**src/rtl/vga_pkg.sv**
```systemverilog
`default_nettype none
// ============================================================================
// Module      : vga_pkg
// Description : Shared types and constants for the game_logic slice, including
//               the PS/2 receiver state encoding and well-known scan codes.
// Revision    : 1.0  initial PS/2 receiver additions
// ============================================================================
package vga_pkg;

    typedef enum logic [1:0] {
        IDLE   = 2'd0,
        DATA   = 2'd1,
        PARITY = 2'd2,
        STOP   = 2'd3
    } ps2_rx_state;

    localparam logic [7:0] PS2_BREAK = 8'hF0;
    localparam logic [7:0] PS2_EXT   = 8'hE0;
    localparam logic [7:0] PS2_ENTER = 8'h5A;

    // Parity bit that makes {byte, parity} carry an odd number of ones.
    function automatic logic ps2_odd_parity(input logic [7:0] b);
        return ~(^b);
    endfunction

endpackage
`default_nettype wire

```
**src/rtl/ps2_sync_filter.sv**
```systemverilog
`default_nettype none
// ============================================================================
// Module      : ps2_sync_filter
// Description : Two-flop synchronisers for the PS/2 lines, optional clock
//               stability filter (PS2_GLITCH_FILTER_EN) and fall detection.
// Revision    : 1.0  initial release
// ============================================================================
module ps2_sync_filter #(
    parameter int FILTER_LEN = 4
) (
    input  logic clk,
    input  logic rst_n,
    input  logic ps2_clk,
    input  logic ps2_data,
    output logic data_s,
    output logic fall_tick
);

`ifdef PS2_GLITCH_FILTER_EN
    localparam bit c_FILTER_EN = 1'b1;
`else
    localparam bit c_FILTER_EN = 1'b0;
`endif

    logic [1:0] r_clk_sync;
    logic [1:0] r_data_sync;
    logic       r_clk_prev;
    logic       w_clk_level;

    // Lines idle high, so the synchronisers reset to 1 to avoid a false edge.
    always_ff @(posedge clk or negedge rst_n) begin
        if (!rst_n) begin
            r_clk_sync  <= 2'b11;
            r_data_sync <= 2'b11;
        end else begin
            r_clk_sync  <= {r_clk_sync[0], ps2_clk};
            r_data_sync <= {r_data_sync[0], ps2_data};
        end
    end

    generate
        if (c_FILTER_EN && (FILTER_LEN > 1)) begin : g_filter
            localparam int c_CW = $clog2(FILTER_LEN);
            localparam logic [c_CW-1:0] c_CLAST = c_CW'(FILTER_LEN - 1);

            logic            r_level;
            logic [c_CW-1:0] r_cnt;

            always_ff @(posedge clk or negedge rst_n) begin
                if (!rst_n) begin
                    r_level <= 1'b1;
                    r_cnt   <= '0;
                end else if (r_clk_sync[1] == r_level) begin
                    r_cnt <= '0;
                end else if (r_cnt == c_CLAST) begin
                    r_level <= r_clk_sync[1];
                    r_cnt   <= '0;
                end else begin
                    r_cnt <= r_cnt + c_CW'(1);
                end
            end

            assign w_clk_level = r_level;
        end else begin : g_bypass
            assign w_clk_level = r_clk_sync[1];
        end
    endgenerate

    always_ff @(posedge clk or negedge rst_n) begin
        if (!rst_n) begin
            r_clk_prev <= 1'b1;
        end else begin
            r_clk_prev <= w_clk_level;
        end
    end

    assign fall_tick = r_clk_prev & ~w_clk_level;
    assign data_s    = r_data_sync[1];

endmodule
`default_nettype wire

```
**src/rtl/ps2_keycode_rx.sv**
```systemverilog
`default_nettype none
// ============================================================================
// Module      : ps2_keycode_rx
// Description : PS/2 device-to-host frame receiver publishing {prev, last}
//               keycode bytes. Optional macro: PS2_GLITCH_FILTER_EN.
// Revision    : 1.0  initial release
// ============================================================================
module ps2_keycode_rx
    import vga_pkg::*;
#(
    parameter int TIMEOUT_CYCLES = 65_000,
    parameter int FILTER_LEN     = 4
) (
    input  logic        clk,
    input  logic        rst_n,
    input  logic        ps2_clk,
    input  logic        ps2_data,
    output logic [15:0] keycode,
    output logic        keycode_valid,
    output logic        frame_err
);

    localparam int              c_TW    = $clog2(TIMEOUT_CYCLES + 1);
    localparam logic [c_TW-1:0] c_TLAST = c_TW'(TIMEOUT_CYCLES - 1);

    logic            w_data_s;
    logic            w_fall_tick;
    logic            w_frame_ok;

    ps2_rx_state     r_state;
    logic [2:0]      r_bit_cnt;
    logic [7:0]      r_shreg;
    logic            r_parity;
    logic [c_TW-1:0] r_tcnt;
    logic [15:0]     r_keycode;
    logic            r_keycode_valid;
    logic            r_frame_err;

    ps2_sync_filter #(
        .FILTER_LEN (FILTER_LEN)
    ) u_sync (
        .clk       (clk),
        .rst_n     (rst_n),
        .ps2_clk   (ps2_clk),
        .ps2_data  (ps2_data),
        .data_s    (w_data_s),
        .fall_tick (w_fall_tick)
    );

    // Evaluated with the stop bit currently on the data line.
    assign w_frame_ok = w_data_s && (ps2_odd_parity(r_shreg) == r_parity);

    always_ff @(posedge clk or negedge rst_n) begin
        if (!rst_n) begin
            r_state         <= IDLE;
            r_bit_cnt       <= 3'd0;
            r_shreg         <= 8'h00;
            r_parity        <= 1'b0;
            r_tcnt          <= '0;
            r_keycode       <= 16'h0000;
            r_keycode_valid <= 1'b0;
            r_frame_err     <= 1'b0;
        end else begin
            r_keycode_valid <= 1'b0;
            r_frame_err     <= 1'b0;

            // A falling edge always beats a coincident timeout expiry.
            if (w_fall_tick) begin
                r_tcnt <= '0;
                case (r_state)
                    IDLE: begin
                        if (!w_data_s) begin
                            r_state   <= DATA;
                            r_bit_cnt <= 3'd0;
                        end else begin
                            r_frame_err <= 1'b1;
                        end
                    end
                    DATA: begin
                        r_shreg <= {w_data_s, r_shreg[7:1]};
                        if (r_bit_cnt == 3'd7) begin
                            r_state <= PARITY;
                        end else begin
                            r_bit_cnt <= r_bit_cnt + 3'd1;
                        end
                    end
                    PARITY: begin
                        r_parity <= w_data_s;
                        r_state  <= STOP;
                    end
                    STOP: begin
                        if (w_frame_ok) begin
                            r_keycode       <= {r_keycode[7:0], r_shreg};
                            r_keycode_valid <= 1'b1;
                        end else begin
                            r_frame_err <= 1'b1;
                        end
                        r_state <= IDLE;
                    end
                    default: r_state <= IDLE;
                endcase
            end else if (r_state == IDLE) begin
                r_tcnt <= '0;
            end else if (r_tcnt == c_TLAST) begin
                r_state     <= IDLE;
                r_frame_err <= 1'b1;
            end else begin
                r_tcnt <= r_tcnt + c_TW'(1);
            end
        end
    end

    assign keycode       = r_keycode;
    assign keycode_valid = r_keycode_valid;
    assign frame_err     = r_frame_err;

endmodule
`default_nettype wire

```
**config.mk**
```make
export PLATFORM = sky130hd
export DESIGN_NAME = ps2_keycode_rx
export DESIGN_NICKNAME = d
export VERILOG_FILES = /design/src/rtl/vga_pkg.sv /design/src/rtl/ps2_sync_filter.sv /design/src/rtl/ps2_keycode_rx.sv
export SDC_FILE = /design/constraint.sdc
export NUM_CORES = 1
export LEC_CHECK = 0
export ABC_AREA = 1
export CORE_MARGIN = 3
export CORE_UTILIZATION = 45
export CTS_CLUSTER_DIAMETER = 50
export CTS_CLUSTER_SIZE = 16
export DETAILED_ROUTE_END_ITERATION = 8
export SLEW_MARGIN = 10
export SYNTH_ARGS = -nofsm -noshare
export SYNTH_HDL_FRONTEND = slang
export SYNTH_SLANG_ARGS = --single-unit
```
**constraint.sdc**
```tcl
create_clock -name clk -period 2.4 [get_ports clk]
set_clock_uncertainty 0.1 [all_clocks]
set_input_delay 0.6 -clock clk [delete_from_list [all_inputs] [get_ports clk]]
set_output_delay 0.6 -clock clk [all_outputs]
set_load 0.1 [all_outputs]
```
==> flow_summary_export.csv <==
group,metric,value,unit
status,status,"completed",
finish,layout.cells.non_filler,411,
clocking,ctsRootBufferMaster,"clkbuf_8",
placed_design,dpl.cell_count,403,
finish,design_area,2929,µm²
logic_synthesis,synth_area_leaders,"dfrtp_1, nand2_1, inv_1",
die,dieArea,6726,µm²
logic_synthesis,synth-main-ff-cell,"dfrtp_1",
hold_path,hold_path_class,"input port to asynchronous set/reset pin",
critical_path,r2r_setup_slack,0.40,ns
die,die_h,82.01,µm
grt,antenna_found_initial,0,
logic_synthesis,synth_area,2600,µm²
grt,grt_pass1_vias,1963,
logic_synthesis,ys_seq_area_frac,0.5125,
clocking,cts_made_buffers,5,
drt,wire_per_inst,12.19,µm
logic_synthesis,syn-instance-count,312,
drt,viasPerCell,4.998,
critical_path,start_kind,"flop",
drt,vias,2054,
logic_synthesis,yosys_warnings,0,
finish,antenna_cells,0,
critical_path,cp.arrival,2.10,ns
timing,hold_viol,0,
logic_synthesis,synth_most_common_cell,"nand2_1",
critical_path,rr_startpoint,"r_state[0]",
drt,drc,0,
logic_synthesis,synth_edf_count,0,
clocking,clk_pin_slew_worst_paths,0.09,ns
power,power_per_cell_area,1039,nW/µm²
die,num_io_pins,22,
placed_design,globalplace.congestion,0.8985,
logic_synthesis,synth.distinct_cells,26,
logic_synthesis,async_flop_share,1.000,
grt,grt_max_degree,25,
logic_synthesis,yosys.area.top_type,"dfrtp_1",
critical_path,rr_worst_depth,7,
clocking,htree_levels,2,
finish,fill_cells,547,
placed_design,dpl_cell_area,2846,µm²
timing,tns,0,ns
drt,final_antenna_net_count,0,
critical_path,crit_type,"flop to flop",
placed_design,dpl.hpwl,3.684,mm
drt,dr.pass1.iters,4,
timing,fin_crit_sh,0.8324,
clocking,cts.path.max_buffers,2,
logic_synthesis,yosysTopAreaCellShare,0.4620,
die,initial_core_util,0.4693,
drt,wirelength,5.011,mm
critical_path,r2r_end,"r_tcnt[2]",
timing,fmax,500.6,MHz
placed_design,port_buffers,21,
run,drv_cap,0,
grt,grt_pass1_wl,8.928,mm
finish,nNetsFinal,350,
grt,grt_remaining_overflow,0,
clocking,cts-resized-gates,0,
critical_path,required,2.50,ns
timing,slew_viol_final,0,
clocking,cts_num_sinks,53,
die,rows,27,
finish,drive_gt1_frac,0.1180,
clocking,cts_setup_buffers,0,
logic_synthesis,syn_nets,324,
clocking,cts_hold_buf,0,
logic_synthesis,ys_ff_latch,53,
power,p_leak,0.001491,µW
timing,tightestPinTransition,0.4698,ns
critical_path,crit_path_max_fanout,5,
power,irDropWorstVdd,516.9,µV
timing,slew_headroom,0.6861,
clocking,clk_latency,0.30,ns
die,die_w,82.01,µm
timing,setup_viol,0,
timing,min_period,1.998,ns
finish,area_delta_synth_final,12.66,%
logic_synthesis,avgSynthCellArea,8.333,µm²
timing,rsz0062_at_grt,"false",
critical_path,cp-end-kind,"flop",
logic_synthesis,yosys-top-cells-count,"nand2_1, dfrtp_1, inv_1",
clocking,tritoncts,"built",
grt,grt_usage,0.1721,
die,coreArea,5540,µm²
drt,drt_iter0_drc,127,
per-layer routing:
metal,vias to the layer above,GRT usage,share of wire
li1,1063,-,-
met4,0,0.06312,0.017
met3,9,0.03399,0.035
met1,950,0.2290,0.50
met5,-,0,0
met2,32,0.2779,0.45
cell families after synthesis:
group           synth area share
simple gates              0.2815
buf+inv                  0.06930
flops                     0.5125
fa+ha+maj                0.03850
compound gates           0.06785
xor+xnor                 0.03032
layout by cell type, fill, tap and decap left out, types with 4 or more instances in the layout:
cell	n
inv_1	37
nor2_1	22
o21ai_0	19
buf_4	23
xnor2_1	4
dfrtp_1	48
nand2_1	94
nand3_1	14
clkbuf_8	5
a21oi_1	10
nor3_1	10
ha_1	8
dfstp_2	5
xor2_1	5
nand4_1	19
stage by stage:
stage / setup slack (ns) / total power (µW) / utilization / hold slack [ns]
finish: 0.4022 / 3042 / 0.5287 / 0.02110
global route: 0.2029 / 3322 / 0.5287 / 0.01074
CTS: 0.3970 / 3082 / 0.5287 / 0.01903
detailed placement: 0.4339 / 2591 / 0.5138 / 0.2473
global placement: 0.4029 / 2568 / 0.5138 / 0.2460
floorplan: 0.6256 / 2318 / - / 0.2044
critical path, cell delays in order (launching register included):
cell,delay (ns)
dfrtp_1,0.41
inv_1,0.10
ha_1,0.24
nor2_1,0.26
inv_1,0.18
nor2_1,0.26
inv_1,0.14
o31ai_1,0.23
registers in the layout (all words and copies together), names as in the netlist:
signal              count
keycode                16
r_tcnt                 16
r_shreg                 8
r_bit_cnt               3
r_state                 2
u_sync.r_clk_sync       2
u_sync.r_data_sync      2
frame_err               1
keycode_valid           1
r_parity                1
u_sync.r_clk_prev       1
worst max path at each step:
stage | start | end | slack (ns) | cells after the start
after global placement | r_state[0] | r_tcnt[2] | 0.40 | 7
after global routing | r_state[0] | r_tcnt[12] | 0.20 | 9
after CTS | r_state[0] | r_tcnt[2] | 0.40 | 7
final | r_state[0] | r_tcnt[2] | 0.40 | 7
after detailed placement | r_state[0] | r_tcnt[2] | 0.43 | 7
after floorplan | r_state[0] | r_tcnt[2] | 0.63 | 7
area by class of cell:
cell class,instances,area [µm²],area share
inverter,37,138.9,0.04742
sequential,53,1333,0.4549
timing repair buffer,26,197.7,0.06749
tap,72,90.09,0.03076
clock inverter,2,10.01,0.003417
clock buffer,6,72.57,0.02478
multi-input combinational,215,1087,0.3712
where the power goes:
part           total, µW  switching, µW  internal, µW
Combinational       1340            946           390
Clock                477            274           203
Sequential          1230            179          1050
Total               3040           1400          1640
Power figures use the tool's default switching activity.
